**config.mk**
```make
export PLATFORM = sky130hd
export DESIGN_NAME = lcd_bus_receiver
export DESIGN_NICKNAME = d
export VERILOG_FILES = /design/src/rtl/lcd_bus_receiver.sv
export SDC_FILE = /design/constraint.sdc
export NUM_CORES = 1
export LEC_CHECK = 0
export BUFFER_PORTS_ARGS = -buffer_cell sky130_fd_sc_hd__buf_2
export CAP_MARGIN = 0
export CORE_MARGIN = 5
export CORE_UTILIZATION = 43
export DETAILED_ROUTE_END_ITERATION = 8
export SLEW_MARGIN = 25
export SYNTH_ARGS = -nofsm -noshare
export SYNTH_HDL_FRONTEND = slang
export SYNTH_SLANG_ARGS = --single-unit
```
**constraint.sdc**
```tcl
create_clock -name CLK -period 3.2 [get_ports CLK]
set_input_delay 0.16 -clock CLK [delete_from_list [all_inputs] [get_ports CLK]]
set_output_delay 0.16 -clock CLK [all_outputs]
set_load 0.02 [all_outputs]
```
**src/rtl/lcd_bus_receiver.sv**
```systemverilog
// lcd_bus_receiver
//   Passive monitor for the 4-bit HD44780-style character-LCD bus.
//   It reassembles strobed nibbles into bytes, decodes the cursor and clear
//   commands, and keeps a 2x16 shadow copy of display RAM that can be read
//   back through a registered read port.
//
// Ports
//   CLK        system clock
//   RST_N      asynchronous active-low reset
//   LCD_D[4:0] bit 4 = RS, bits 3:0 = nibble (asynchronous to CLK)
//   LCD_E      enable strobe (asynchronous to CLK)
//   rd_addr    shadow read index, 0-15 line 0, 16-31 line 1
//   rd_char    registered character at rd_addr (0x20 for never-written cells)
//   byte_valid one-cycle pulse per assembled byte
//   byte_data  last assembled byte
//   byte_rs    RS of the last assembled byte
//   cursor     current shadow write index
//   mode4      receiver has seen the 4-bit function-set nibble
//   err        one-cycle pulse on RS mismatch or nibble timeout
module lcd_bus_receiver #(
  parameter int E_MIN_HIGH     = 12,
  parameter int NIBBLE_TIMEOUT = 50000
) (
  input  logic       CLK,
  input  logic       RST_N,
  input  logic [4:0] LCD_D,
  input  logic       LCD_E,
  input  logic [4:0] rd_addr,
  output logic [7:0] rd_char,
  output logic       byte_valid,
  output logic [7:0] byte_data,
  output logic       byte_rs,
  output logic [4:0] cursor,
  output logic       mode4,
  output logic       err
);

  localparam int HW = $clog2(E_MIN_HIGH + 1);
  localparam int TW = $clog2(NIBBLE_TIMEOUT + 1);
  localparam logic [HW-1:0] E_MAX   = HW'(E_MIN_HIGH);
  localparam logic [TW-1:0] TO_LAST = TW'(NIBBLE_TIMEOUT - 1);

  localparam logic [1:0] ST_MODE8 = 2'd0;
  localparam logic [1:0] ST_HI    = 2'd1;
  localparam logic [1:0] ST_LO    = 2'd2;

  logic          e_s1_q, e_s1_d, e_s2_q, e_s2_d, e_prev_q, e_prev_d;
  logic [4:0]    d_s1_q, d_s1_d, d_s2_q, d_s2_d, d_hold_q, d_hold_d;
  logic [HW-1:0] hi_cnt_q, hi_cnt_d;
  logic [TW-1:0] to_cnt_q, to_cnt_d;
  logic [1:0]    state_q, state_d;
  logic [3:0]    hi_nib_q, hi_nib_d;
  logic          hi_rs_q, hi_rs_d;
  logic          byte_valid_q, byte_valid_d;
  logic [7:0]    byte_data_q, byte_data_d;
  logic          byte_rs_q, byte_rs_d;
  logic          mode4_q, mode4_d;
  logic          err_q, err_d;
  logic [4:0]    cursor_q, cursor_d;
  logic [31:0]   valid_q, valid_d;
  logic [7:0]    rd_char_q, rd_char_d;
  logic [7:0]    shadow_q [32];

  logic          nib_accept;
  logic          nib_rs;
  logic [3:0]    nib_val;
  logic [7:0]    asm_byte;
  logic          byte_done;
  logic          wr_en;

  // Synchronizers plus the E-high width counter. The data nibble is captured
  // on every synchronized-high cycle so the value in d_hold_q on the fall
  // cycle is the one seen during the last high cycle. The counter returns to
  // zero whenever E is low, so each pulse is measured from scratch.
  always_comb begin
    e_s1_d   = LCD_E;
    e_s2_d   = e_s1_q;
    e_prev_d = e_s2_q;
    d_s1_d   = LCD_D;
    d_s2_d   = d_s1_q;
    d_hold_d = d_hold_q;
    hi_cnt_d = '0;
    if (e_s2_q) begin
      d_hold_d = d_s2_q;
      hi_cnt_d = (hi_cnt_q == E_MAX) ? hi_cnt_q : hi_cnt_q + 1'b1;
    end
  end

  assign nib_accept = e_prev_q & ~e_s2_q & (hi_cnt_q == E_MAX);
  assign nib_rs     = d_hold_q[4];
  assign nib_val    = d_hold_q[3:0];
  assign asm_byte   = {hi_nib_q, nib_val};

  // Nibble FSM: MODE8 waits for the 4-bit function-set nibble, then HI/LO
  // alternate. An RS mismatch in LO restarts the byte with the new nibble as
  // its high half; the timeout only runs while a high nibble is pending.
  always_comb begin
    state_d      = state_q;
    hi_nib_d     = hi_nib_q;
    hi_rs_d      = hi_rs_q;
    to_cnt_d     = to_cnt_q;
    byte_valid_d = 1'b0;
    byte_data_d  = byte_data_q;
    byte_rs_d    = byte_rs_q;
    mode4_d      = mode4_q;
    err_d        = 1'b0;
    byte_done    = 1'b0;
    case (state_q)
      ST_MODE8: begin
        if (nib_accept && !nib_rs && nib_val == 4'h2) begin
          state_d = ST_HI;
          mode4_d = 1'b1;
        end
      end
      ST_HI: begin
        if (nib_accept) begin
          hi_nib_d = nib_val;
          hi_rs_d  = nib_rs;
          to_cnt_d = '0;
          state_d  = ST_LO;
        end
      end
      ST_LO: begin
        if (nib_accept) begin
          if (nib_rs == hi_rs_q) begin
            byte_done    = 1'b1;
            byte_valid_d = 1'b1;
            byte_data_d  = asm_byte;
            byte_rs_d    = nib_rs;
            state_d      = ST_HI;
          end else begin
            err_d    = 1'b1;
            hi_nib_d = nib_val;
            hi_rs_d  = nib_rs;
            to_cnt_d = '0;
          end
        end else if (to_cnt_q == TO_LAST) begin
          err_d    = 1'b1;
          to_cnt_d = '0;
          state_d  = ST_HI;
        end else begin
          to_cnt_d = to_cnt_q + 1'b1;
        end
      end
      default: state_d = ST_MODE8;
    endcase
  end

  // Byte decode: data bytes land at the cursor and advance it (wrapping at
  // 32 via natural 5-bit overflow); only clear, home and the two in-range
  // DDRAM address windows touch the cursor or valid bits.
  always_comb begin
    cursor_d = cursor_q;
    valid_d  = valid_q;
    wr_en    = 1'b0;
    if (byte_done) begin
      if (nib_rs) begin
        wr_en             = 1'b1;
        valid_d[cursor_q] = 1'b1;
        cursor_d          = cursor_q + 5'd1;
      end else begin
        case (asm_byte)
          8'h01: begin
            valid_d  = '0;
            cursor_d = '0;
          end
          8'h02, 8'h03: cursor_d = '0;
          default: begin
            if (asm_byte[7:4] == 4'h8) begin
              cursor_d = {1'b0, asm_byte[3:0]};
            end else if (asm_byte[7:4] == 4'hC) begin
              cursor_d = {1'b1, asm_byte[3:0]};
            end
          end
        endcase
      end
    end
  end

  // Read port uses the current (pre-update) arrays, giving read-before-write.
  always_comb begin
    rd_char_d = valid_q[rd_addr] ? shadow_q[rd_addr] : 8'h20;
  end

  always_ff @(posedge CLK or negedge RST_N) begin
    if (!RST_N) begin
      e_s1_q       <= 1'b0;
      e_s2_q       <= 1'b0;
      e_prev_q     <= 1'b0;
      d_s1_q       <= '0;
      d_s2_q       <= '0;
      d_hold_q     <= '0;
      hi_cnt_q     <= '0;
      to_cnt_q     <= '0;
      state_q      <= ST_MODE8;
      hi_nib_q     <= '0;
      hi_rs_q      <= 1'b0;
      byte_valid_q <= 1'b0;
      byte_data_q  <= '0;
      byte_rs_q    <= 1'b0;
      mode4_q      <= 1'b0;
      err_q        <= 1'b0;
      cursor_q     <= '0;
      valid_q      <= '0;
      rd_char_q    <= 8'h20;
    end else begin
      e_s1_q       <= e_s1_d;
      e_s2_q       <= e_s2_d;
      e_prev_q     <= e_prev_d;
      d_s1_q       <= d_s1_d;
      d_s2_q       <= d_s2_d;
      d_hold_q     <= d_hold_d;
      hi_cnt_q     <= hi_cnt_d;
      to_cnt_q     <= to_cnt_d;
      state_q      <= state_d;
      hi_nib_q     <= hi_nib_d;
      hi_rs_q      <= hi_rs_d;
      byte_valid_q <= byte_valid_d;
      byte_data_q  <= byte_data_d;
      byte_rs_q    <= byte_rs_d;
      mode4_q      <= mode4_d;
      err_q        <= err_d;
      cursor_q     <= cursor_d;
      valid_q      <= valid_d;
      rd_char_q    <= rd_char_d;
    end
  end

  // Shadow data needs no reset; the valid bits decide what is visible.
  always_ff @(posedge CLK) begin
    if (wr_en) begin
      shadow_q[cursor_q] <= asm_byte;
    end
  end

  assign rd_char    = rd_char_q;
  assign byte_valid = byte_valid_q;
  assign byte_data  = byte_data_q;
  assign byte_rs    = byte_rs_q;
  assign cursor     = cursor_q;
  assign mode4      = mode4_q;
  assign err        = err_q;

endmodule

```
Yosys cells after proc, flatten, opt, wreduce, memory -nomap -nowiden. Memory sizes are Yosys's and may differ from the RTL's. Index checks and enable logic that the tools add are counted.

Add/sub/neg operators: 3. Multiply operators: 0. Divide/modulo/power cells: 0. Order comparisons: 3. Equal/unequal tests: 19. Shift-type cells: 0. Muxes and demuxes: 43. Bitwise operators: 4. Reduce and logical (&&, ||, !) cells: 16.

Operator list (count): 16-bit 2-to-1 mux (4); 32-bit 2-to-1 mux (2); 32-bit OR (1); 16-bit case mux with 2 select lines (1); 4-bit 2-to-1 mux (5); 5-bit 2-to-1 mux (4); 16-bit by 1-bit adder with 16-bit output, second input constant (1); 16-bit == test, second input constant (1); 8-bit by 2-bit == test with 1-bit output, second input constant (2); 1-bit 2-to-1 mux (16); 4-bit == test, second input constant (3); 5-bit by 6-bit less-than comparator with 1-bit output, second input constant (2); 2-bit 2-to-1 mux (5); 2-bit != test, second input constant (5); 3-bit != test, second input constant (3); 8-bit by 1-bit == test with 1-bit output, second input constant (1); 8-bit 2-to-1 mux (1); 4-bit case mux with 2 select lines (1); 4-bit AND reduction (2); 2-bit case mux with 3 select lines (1); 2-bit AND reduction (3); 3-bit AND reduction (2); 5-bit by 1-bit adder with 5-bit output, second input constant (1); 1-bit binary-select mux with 5-bit select (1); other kinds (16) (20).

Bits in registers: 102. Bits in latches: 0. Memory bits (writable): 256. Bits in read-only memories: 0. Output and inout port bits: 25. Logic and storage cells: 108. Memories kept: 1.

Memories: shadow_q (depth 32, width 8, rd ports 1, clocked after Yosys merged registers in 0, wr ports 1, line 62) `logic [7:0] shadow_q [32];`.

Longest topological paths before layout. Gate-level depths: netlist of the first run.

Depth after elaboration: 8. Mapped depth: 9. Gate-level depth less buffers: 7.

Worst setup path before layout of the first run. OpenSTA, ideal clock, no wires.

Path kind: register to register. From: register hi_cnt_q[0]. To: memory shadow_q[0][0] (enable). Setup time: 374 ps. Arrival time: 2113 ps. Slack: 714 ps. Stages on the path, launching flop included: 7. Buffers on the path: 0. Cells stage by stage: dfrtp_1 > inv_1 > ha_1 > nand3_1 > nor4_1 > nand2_1 > nor2_1.

Longest elaborated chain between the ends: 7.

Ends and longest elaborated chain: from (decl) (line 49) `logic [HW-1:0] hi_cnt_q, hi_cnt_d;`; from (signal assigned) (line 213) `hi_cnt_q <= hi_cnt_d;`; 4-bit == test (line 89) `assign nib_accept = e_prev_q & ~e_s2_q & (hi_cnt_q == E_MAX);`; 1-bit bitwise AND (line 89); 1-bit 2-to-1 mux (line 124) `if (nib_accept) begin`; 1-bit 2-to-1 mux (line 108) `case (state_q)`; 1-bit 2-to-1 mux (line 156) `if (byte_done) begin`; 1-bit 2-to-1 mux (line 231) `if (wr_en) begin`; 1-bit 2-to-1 mux (implied by the code) (line 232) `shadow_q[cursor_q] <= asm_byte;`; to (decl) (line 62).

No other way between the ends.

Worst setup path after layout of the first run.
From: register hi_cnt_q[0]. To: memory shadow_q[19][4] (enable).

Same word-level chain as after synthesis.

==> run_results.csv, run 1 <==
group,metric,value,unit
setup_path,cp.required,3.44,ns
global_routing,antenna_found_initial,0,
sta,setup_tns,0,ns
power_and_ir_drop,p_per_area,578.8,nW/um^2
finish,fin_cells,1458,
clocking,cts-resized-gates,0,
route,drtPass1Iterations,5,
global_routing,grt_max_degree,64,
sta,finalCritPeriodShare,0.8006,
finish,antenna_cells,0,
route,avgViaCountPerCell,5.545,
sta,final-hold-violation-count,0,
setup_path,crit_path_cell_trace,"inv_1, ha_1, nand3_1, nor4_1, buf_4, nand2_1, nor2_1, buf_4",
sta,post-route-min-period,2.562,ns
logic_synthesis,synth_top_cell_area_share,0.5309,
global_routing,grt_pass1_wl,50870,microns
sta,setup_viol,0,
setup_path,start_kind,"register",
outcome,outcome,"completed",
logic_synthesis,synth-seq-area-share,0.7073,
setup_path,cpMostUsedCell,"buf_4",
die,initial_core_util,0.4340,
logic_synthesis,syn_nets,898,
clocking,clockBufferDepth,3,
logic_synthesis,synth_commonest_cells,"256 x edfxtp_1, 101 x dfrtp_1, 66 x mux2i_1, 47 x nor2_1, 39 x mux4_2",
global_routing,grt_remaining_overflow,0,
clocking,cts_tree,"built",
setup_path,worst_setup_path_end_kind,"register",
clocking,clk_pin_slew_worst_paths,0.06,ns
placed_design,dp_hpwl,20480,microns
route,drc_errors,0,
logic_synthesis,synth_top_cell_by_area,"edfxtp_1",
logic_synthesis,yosysMostFrequentCell,"edfxtp_1",
logic_synthesis,synth_ff_type,"edfxtp_1",
hold_path,min_path_type,"input port to register",
sta,finClkSkew,0.03393,ns
clocking,cts-buffers-inserted,38,
logic_synthesis,synth_cell_types,61,
die,ios,38,
clocking,cts_num_sinks,358,
power_and_ir_drop,ir_drop,450.7,uV
logic_synthesis,yosys_warnings,0,
clocking,clkLatencyLatePin,0.53,ns
route,num_vias,8085,
finish,final_util,0.5046,
logic_synthesis,synth.avg_cell_area,16.49,sq um
logic_synthesis,synth_top_family_by_area,"multiplexers",
placed_design,placed_cells,1382,
die,fp.dieH,193.5,microns
setup_path,arrival,2.80,ns
route,drt-total-wl,32620,microns
sta,max_freq,0.3903,GHz
sta,worst_slew_pin_slew,0.8025,ns
power_and_ir_drop,leakagePower,5.993,nW
finish,drive_above_1_share,0.2287,
die,dieWidth,193.5,microns
setup_path,cp_slowest_cell,"dfrtp_1",
route,detail_route.iter0.violations,566,
sta,rsz0062_at_grt,"false",
logic_synthesis,synth-xor-area-share,0.002420,
die,num_rows,67,
logic_synthesis,syn_area,14480,sq um
logic_synthesis,synth_compound_area_frac,0.08054,
finish,fin_nets,1001,
setup_path,cp_slowest_stage_delay,0.40,ns
sta,relSlewSlack,0.4601,
clocking,clock_tree.root_cell,"clkbuf_16",
logic_synthesis,synthArstFlopShare,0.2849,
setup_path,critPathKind,"register to register",
logic_synthesis,ys_ff_latch,358,
route,postRouteAntennaNets,0,
placed_design,place.gp.congestion,0.7826,
logic_synthesis,yosys-mux-area-fraction,0.1226,
clocking,htreeDepth,2,
die,coreArea,33360,sq um
route,wl_per_cell,22.38,microns
logic_synthesis,synth_adder_area_share,0.006049,
finish,synthToLayoutAreaGrowth,16.28,%
logic_synthesis,synth_cells,878,
flow_run,cap_violations,0,
logic_synthesis,synth_edf_count,256,
global_routing,first_global_vias,8184,
placed_design,port_buffers,37,
logic_synthesis,synthSimpleGateAreaFrac,0.06084,
global_routing,gr-usage-all-layers,0.1740,
sta,finalMaxSlewViolations,0,
setup_path,worstPathMaxFanout,8,
die,dieArea,37440,sq um
logic_synthesis,synth_area_leaders,"edfxtp_1 53%, dfrtp_1 17%, mux4_2 6.1%",
registers in the layout, indices dropped and copies added (netlist names):
signal / cells
byte_data: 8
byte_rs: 1
byte_valid: 1
cursor: 5
d_hold_q: 5
d_s1_q: 5
d_s2_q: 5
e_prev_d: 1
e_prev_q: 1
e_s1_q: 1
err: 1
hi_cnt_q: 4
hi_nib_q: 4
hi_rs_q: 1
mode4: 1
rd_char: 8
shadow_q: 256
state_q: 2
to_cnt_q: 16
valid_q: 32
critical path, delay by kind of cell (launching register included):
family	cells	cell delay, ns
AND/OR/NAND/NOR	4	1.21
adder cells (fa/ha/maj)	1	0.19
buffers and inverters	3	0.48
flip-flops	1	0.40
layout make-up:
cell class	count	area, sq um
Fill cell	2837	16530
Sequential cell	358	10240
Multi-Input combinational cell	464	3956
Clock buffer	57	1114
Timing Repair Buffer	108	782.0
Tap cell	448	560.5
Clock inverter	12	141.4
Inverter	11	41.29
per-stage QoR:
stage | instance area [sq um] | setup WS [ns] | total power [mW] | hold slack [ns]
after detailed placement | 15500 | 0.6596 | 5.510 | 0.2694
after global routing | 16840 | 0.3734 | 10.09 | 0.2655
after CTS | 16830 | 0.6617 | 9.861 | 0.2161
final | 16840 | 0.6381 | 9.745 | 0.2556
after global placement | 15500 | 0.6448 | 5.506 | 0.2688
after floorplan | 14480 | 0.7137 | 5.337 | -0.1356
report_power, final:
| part | switching, mW | total [mW] | internal, mW |
|---|---|---|---|
| clock network | 1.74 | 4.33 | 2.58 |
| registers | 0.0206 | 5.02 | 5.00 |
| logic | 0.261 | 0.396 | 0.135 |
| total | 2.03 | 9.74 | 7.72 |
logic make-up after synthesis:
family,count (synthesis)
fa+ha+maj,7
simple gates,167
buf+inv,56
mux,126
xor+xnor,4
flops,358
compound gates,160
routing by layer:
layer | routed length (microns) | track usage
met1 | 14470 | 0.2502
met2 | 15810 | 0.2795
met3 | 1517 | 0.02609
met4 | 823 | 0.04878
met5 | 0 | 0
what timing repair did:
action	4_1_cts	5_1_grt
hold buffers	7	0
hold endpoints to repair	68	0
setup buffers	0	0
cell usage in the layout, fill, tap and decap left out, types with 3 or more instances in the layout:
cell type / count
nor2b_1: 5
buf_12: 3
clkbuf_16: 39
a21oi_1: 21
nand2b_1: 8
or3_1: 4
mux2i_1: 66
nor2_1: 47
edfxtp_1: 256
clkinv_2: 6
a31oi_1: 10
o21ai_0: 29
o21a_1: 33
a221oi_1: 22
dfrtp_1: 101
nand2_1: 31
inv_1: 9
buf_4: 62
nand3b_1: 6
mux4_2: 39
nor4_1: 5
clkbuf_1: 11
ha_1: 7
buf_2: 35
a221o_1: 7
and3_1: 3
clkbuf_8: 7
o211a_1: 7
mux2_2: 21
and2_1: 6
nand3_1: 21
nand4_1: 4
dlygate4sd3_1: 7
nor3_1: 6
a22oi_1: 7
o22a_1: 4
nor3b_1: 8
a22o_1: 3
final timing paths:
| kind | startpoint | endpoint | slack [ns] | depth (start not counted) |
|---|---|---|---|---|
| worst max-delay path | hi_cnt_q[0] | shadow_q[19][4] | 0.64 | 8 |
| worst min-delay path | rd_addr[4] | rd_char[5] | 0.26 | 3 |
| worst max register to register | hi_cnt_q[0] | shadow_q[19][4] | 0.64 | 8 |
| worst min register to register | d_s1_q[3] | d_s2_q[3] | 0.35 | 0 |
| max in group asynchronous | RST_N | rd_char[5] | 2.14 | 3 |
| min in group asynchronous | RST_N | to_cnt_q[10] | 0.29 | 2 |
Note: power is estimated with default switching activity, not from simulation.
==> run 2, diff against run 1 <==
- clock period: 3.2 -> 2.31 ns (I/O delays scaled with it)
==> run_results.csv, run 2 (synthesis gave the netlist of run 1 again) <==
group,metric,value,unit
outcome,outcome,"completed",
global_routing,grt_pass1_wl,49950,microns
global_routing,gr-usage-all-layers,0.1697,
setup_path,r2r_slack,0.13,ns
route,avgViaCountPerCell,5.460,
setup_path,worst_setup_path_end_kind,"register",
finish,drive_above_1_share,0.2707,
finish,fin_cells,1475,
clocking,cts_tree,"built",
die,dieWidth,193.5,microns
finish,layout.cells.most_common,"edfxtp_1",
power_and_ir_drop,finalPower,13.58,mW
power_and_ir_drop,p_comb_frac,0.043,
hold_path,min_path_type,"input port to asynchronous set/reset pin",
setup_path,worstPathMaxFanout,9,
flow_run,cap_violations,0,
clocking,htreeDepth,2,
power_and_ir_drop,p_per_area,790.7,nW/um^2
finish,synthToLayoutAreaGrowth,18.65,%
route,wl_per_cell,21.62,microns
clocking,clkLatencyLatePin,0.51,ns
finish,largest-register,"shadow_q",
sta,finalMaxSlewViolations,0,
die,num_rows,67,
clocking,clock_tree.root_cell,"clkbuf_16",
clocking,clockBufferDepth,3,
placed_design,dpl_worst_slack,-0.1957,ns
power_and_ir_drop,seqPwrFrac,0.511,
die,initial_core_util,0.4340,
die,ios,38,
setup_path,r2r-start,"hi_cnt_q[0]",
power_and_ir_drop,leakagePower,6.090,nW
global_routing,antenna_found_initial,0,
sta,worst_slew_pin_slew,0.7038,ns
sta,setup_tns,0,ns
route,drt-total-wl,31890,microns
setup_path,start_kind,"register",
setup_path,critPathKind,"register to register",
power_and_ir_drop,power.switching,2.749,mW
global_routing,grt_remaining_overflow,0,
finish,reg_top3,"shadow_q: 256 flops, valid_q: 32 flops, to_cnt_q: 16 flops",
sta,setup_viol,0,
setup_path,cp.required,2.52,ns
setup_path,crit_start,"hi_cnt_q[0]",
clocking,clk_pin_slew_worst_paths,0.06,ns
setup_path,rr_worst_depth,9,
global_routing,first_global_vias,8217,
clocking,cts-buffers-inserted,38,
placed_design,place.gp.congestion,0.8032,
power_and_ir_drop,pwr-share-clk,0.446,
sta,finalCritPeriodShare,0.9458,
sta,final-hold-violation-count,0,
placed_design,port_buffers,37,
route,detail_route.iter0.violations,550,
finish,final_util,0.5149,
finish,fin_nets,1017,
finish,final_cell_mix,"256 x edfxtp_1, 101 x dfrtp_1, 68 x buf_4",
die,dieArea,37440,sq um
sta,finClkSkew,0.01181,ns
global_routing,grt_max_degree,46,
route,drc_errors,0,
setup_path,r2r-end,"shadow_q[6][1]",
sta,layout_setup_ws,0.1252,ns
route,num_vias,8054,
die,fp.dieH,193.5,microns
route,postRouteAntennaNets,0,
power_and_ir_drop,ir_drop,760.5,uV
setup_path,arrival,2.39,ns
route,drtPass1Iterations,4,
placed_design,placed_cells,1398,
sta,relSlewSlack,0.5293,
finish,largest_reg_flops,256,
power_and_ir_drop,internal_power,10.83,mW
sta,max_freq,0.4577,GHz
die,coreArea,33360,sq um
finish,antenna_cells,0,
placed_design,dp_hpwl,20230,microns
power_and_ir_drop,netSwitchingFraction,0.2024,
clocking,cts_num_sinks,358,
sta,post-route-min-period,2.185,ns
-- run 2: cell types whose count changed in the layout (fill, tap and decap cells not counted), moves of 2 or more --
cell	previous run	this run
buf_4	62	68
buf_12	3	12
nor2_1	47	15
clkbuf_8	7	1
clkinv_2	6	4
clkbuf_16	39	41
clkinv_1	2	12
bufinv_16	2	4
nor2_2	0	32
clkbuf_1	11	8
-- run 2: worst max-delay path, cell delays in order, from the launching register on --
cell and delay, ns:
dfrtp_1 0.39, inv_1 0.12, ha_2 0.24, nand3_4 0.12
nor4_2 0.25, buf_4 0.17, nand2_1 0.05, buf_4 0.18
nor2_2 0.13, buf_4 0.20
-- run 2: layout make-up --
cell class,instances,area (sq um)
clock buffers,50,1070
clock inverters,20,188.9
well taps,448,560.5
flip-flops and latches,358,10240
repair buffers,124,1018
fillers,2821,16190
multi-input cells,464,4059
inverters,11,41.29
-- run 2: power by group through the flow --
stage,Combinational [mW],Clock [mW],Sequential (mW)
after floorplan,0.280,0,7.11
after global placement,0.567,0,7.07
after detailed placement,0.574,0,7.07
after CTS,0.585,6.21,6.94
after global routing,0.631,6.45,6.94
final,0.580,6.06,6.94
-- run 2: how the worst max path moves through the flow --
stage	cells after the start	end	slack, ns
after global placement	7	to_cnt_q[12]	-0.03
final	9	shadow_q[6][1]	0.13
after CTS	8	to_cnt_q[3]	0.08
after global routing	9	shadow_q[6][1]	-0.02
after detailed placement	7	to_cnt_q[12]	-0.20
after floorplan	6	cursor[4]	0.01
-- run 2: per-stage QoR --
step                instance area [sq um]  hold WS, ns
floorplan                           14570      -0.1801
global placement                    15820      0.07481
detailed placement                  15820      0.07684
CTS                                 17160      0.07153
global route                        17180      0.09799
finish                              17180      0.07913
-- run 2: repair_timing --
action | CTS | global route
endpoints found under the setup margin | 13 | 265
hold buffers | 7 | 0
gates resized for setup | 2 | 5
pin swaps | 0 | 0
buffers inserted | 0 | 0
hold endpoints to repair | 107 | 0
-- run 2: per-layer routing --
| layer | part of all wire | GRT usage | vias up |
|---|---|---|---|
| met4 | 0.024 | 0.04773 | 0 |
| met3 | 0.041 | 0.02853 | 48 |
| met5 | 0 | 0 | - |
| li1 | - | - | 3701 |
| met1 | 0.47 | 0.2507 | 4143 |
| met2 | 0.46 | 0.2630 | 162 |
==> run 3, diff against run 2 <==
- ABC_AREA: unset -> 1
- CTS_CLUSTER_DIAMETER: unset -> 60
==> run_results.csv, run 3 <==
group,metric,value,unit
placed_design,dpl_cell_area,16530,sq um
route,wl_per_cell,18.01,microns
route,drc_errors,0,
clocking,cts_tree,"built",
finish,drive_above_1_share,0.1104,
finish,reg_top3,"shadow_q: 256 flops, valid_q: 32 flops, to_cnt_q: 16 flops",
finish,synthToLayoutAreaGrowth,16.11,%
clocking,htreeDepth,2,
hold_path,hold_path_end,"rd_char[7]",
hold_path,min_path_type,"input port to register",
finish,largest-register,"shadow_q",
sta,relSlewSlack,0.6244,
outcome,outcome,"completed",
power_and_ir_drop,leakagePower,7.550,nW
setup_path,r2r-start,"hi_cnt_q[0]",
finish,antenna_cells,0,
setup_path,worstPathMaxFanout,8,
logic_synthesis,synth-seq-area-share,0.6630,
setup_path,r2r-end,"shadow_q[24][1]",
logic_synthesis,synth_cells,1569,
die,initial_core_util,0.4353,
power_and_ir_drop,finalPower,13.96,mW
global_routing,grt_pass1_wl,60300,microns
route,num_vias,10960,
die,dieWidth,199.5,microns
flow_run,cap_violations,0,
placed_design,dp_hpwl,23550,microns
logic_synthesis,synth_ff_type,"edfxtp_1",
logic_synthesis,synth_cell_types,34,
logic_synthesis,synth_top_cell_area_share,0.4977,
setup_path,critPathKind,"register to register",
logic_synthesis,synth_commonest_cells,"492 x nand2_1, 256 x edfxtp_1, 214 x nand3_1, 144 x inv_1, 144 x nor2_1",
die,fp.dieH,199.5,microns
finish,final_area,17930,sq um
logic_synthesis,yosys_warnings,0,
die,ios,38,
setup_path,rr_worst_depth,10,
global_routing,grt_remaining_overflow,0,
sta,finClkSkew,0.01674,ns
hold_path,worstHoldPathCells,4,
clocking,clock_tree.root_cell,"clkbuf_16",
power_and_ir_drop,p_per_area,778.5,nW/um^2
power_and_ir_drop,ir_drop,638.0,uV
clocking,clk_pin_slew_worst_paths,0.06,ns
setup_path,arrival,2.40,ns
placed_design,dpl_worst_slack,0.08469,ns
finish,final_util,0.5054,
sta,worst_slew_pin_slew,0.5634,ns
sta,post-route-min-period,2.158,ns
global_routing,antenna_found_initial,0,
finish,layout.cells.most_common,"nand2_1",
sta,layout_setup_ws,0.1518,ns
setup_path,r2r_slack,0.15,ns
logic_synthesis,synthArstFlopShare,0.2849,
sta,max_freq,0.4633,GHz
sta,finalMaxSlewViolations,0,
die,num_rows,69,
logic_synthesis,synth_area_leaders,"edfxtp_1 50%, dfrtp_1 16%, nand2_1 12%",
logic_synthesis,yosysMostFrequentCell,"nand2_1",
clocking,cts_num_sinks,358,
global_routing,gr-usage-all-layers,0.1960,
setup_path,worst_setup_path_end_kind,"register",
logic_synthesis,synth_top_cell_by_area,"edfxtp_1",
die,coreArea,35480,sq um
logic_synthesis,ys_ff_latch,358,
sta,setup_viol,0,
clocking,clkLatencyLatePin,0.53,ns
finish,fin_nets,1675,
route,avgViaCountPerCell,5.105,
placed_design,port_buffers,37,
clocking,cts-buffers-inserted,38,
setup_path,cp.required,2.55,ns
finish,largest_reg_flops,256,
finish,final_cell_mix,"491 x nand2_1, 256 x edfxtp_1, 213 x nand3_1",
clocking,clockBufferDepth,3,
logic_synthesis,synth_edf_count,256,
global_routing,grt_max_degree,85,
sta,setup_tns,0,ns
setup_path,start_kind,"register",
logic_synthesis,syn_nets,1589,
sta,final-hold-violation-count,0,
placed_design,place.gp.congestion,0.8566,
route,drt-total-wl,38640,microns
route,drtPass1Iterations,5,
logic_synthesis,syn_area,15450,sq um
sta,finalCritPeriodShare,0.9343,
logic_synthesis,synth.avg_cell_area,9.845,sq um
hold_path,hp-start,"rd_addr[4]",
route,postRouteAntennaNets,0,
route,detail_route.iter0.violations,829,
global_routing,first_global_vias,10670,
die,dieArea,39810,sq um
==> run 3: changes by cell type after synthesis, moves of 22 or more <==
cell      previous run  this run
o21a_1              33         1
nand3_1             21       214
o21ai_0             29        54
mux4_2              39         0
nor2_1              47       144
a221oi_1            22         0
mux2i_1             66         0
nand2_1             31       492
inv_1                9       144
==> run 3: final cells by class <==
class,instances,area (sq um)
Fill cell,3199,17550
Sequential cell,358,10240
Multi-Input combinational cell,987,4324
Clock buffer,52,1107
Timing Repair Buffer,120,930.9
Tap cell,461,576.8
Inverter,150,565.5
Clock inverter,18,188.9
==> run 3: cells by family (layout without fill, tap and decap cells) <==
family | after synthesis | after routing | synth area share
flip-flops | 358 | 358 | 0.6630
AND/OR/NAND/NOR | 880 | 880 | 0.2379
buffers and inverters | 224 | 340 | 0.05840
adder cells (fa/ha/maj) | 7 | 7 | 0.005670
XOR/XNOR | 7 | 7 | 0.003969
AO/OA/AOI/OAI | 93 | 93 | 0.03103
==> run 3: stage by stage <==
step	cells	hold WS, ns
after detailed placement	2066	0.1459
final	2146	0.1056
after floorplan	1569	-0.1801
after global placement	2066	0.1445
after CTS	2143	0.08254
after global routing	2146	0.1144
==> run 3: power breakdown <==
group	total [mW]	leakage, nW	internal (mW)	switching, mW
combinational	0.784	3.50	0.215	0.569
clock	6.23	0.634	3.80	2.42
sequential	6.95	3.41	6.93	0.0232
total	14.0	7.55	10.9	3.01
==> run 3: worst max-delay path by stage <==
stage           startpoint              end  depth (start not counted)
4_1_cts        hi_cnt_q[0]  shadow_q[16][2]                         10
5_1_grt        hi_cnt_q[0]  shadow_q[24][0]                         10
3_5_place_dp   hi_cnt_q[0]  shadow_q[24][5]                         10
6_report       hi_cnt_q[0]  shadow_q[24][1]                         10
3_3_place_gp   hi_cnt_q[0]  shadow_q[24][6]                         10
2_1_floorplan  hi_cnt_q[0]  shadow_q[13][0]                          8
==> run 3: critical path, cell delays in order (launching register included) <==
cell	delay, ns
dfrtp_1	0.39
inv_1	0.10
ha_1	0.19
nand3_2	0.12
nor2_4	0.16
nand3_2	0.15
nor2_4	0.17
nand2_1	0.07
buf_4	0.21
nor2_1	0.15
buf_4	0.16
==> run 3: repair_timing <==
item	CTS	global route
hold buffers	7	0
resized for setup	0	4
hold endpoints to repair	47	0
setup endpoints to repair	0	194
setup buffers	0	3
==> run 3: routing by layer <==
metal	vias up	global-route usage	wire, microns
met4	0	0.05509	974
met1	5258	0.2788	17350
li1	5333	-	-
met3	62	0.03389	2145
met5	-	0	0
met2	302	0.3137	18170
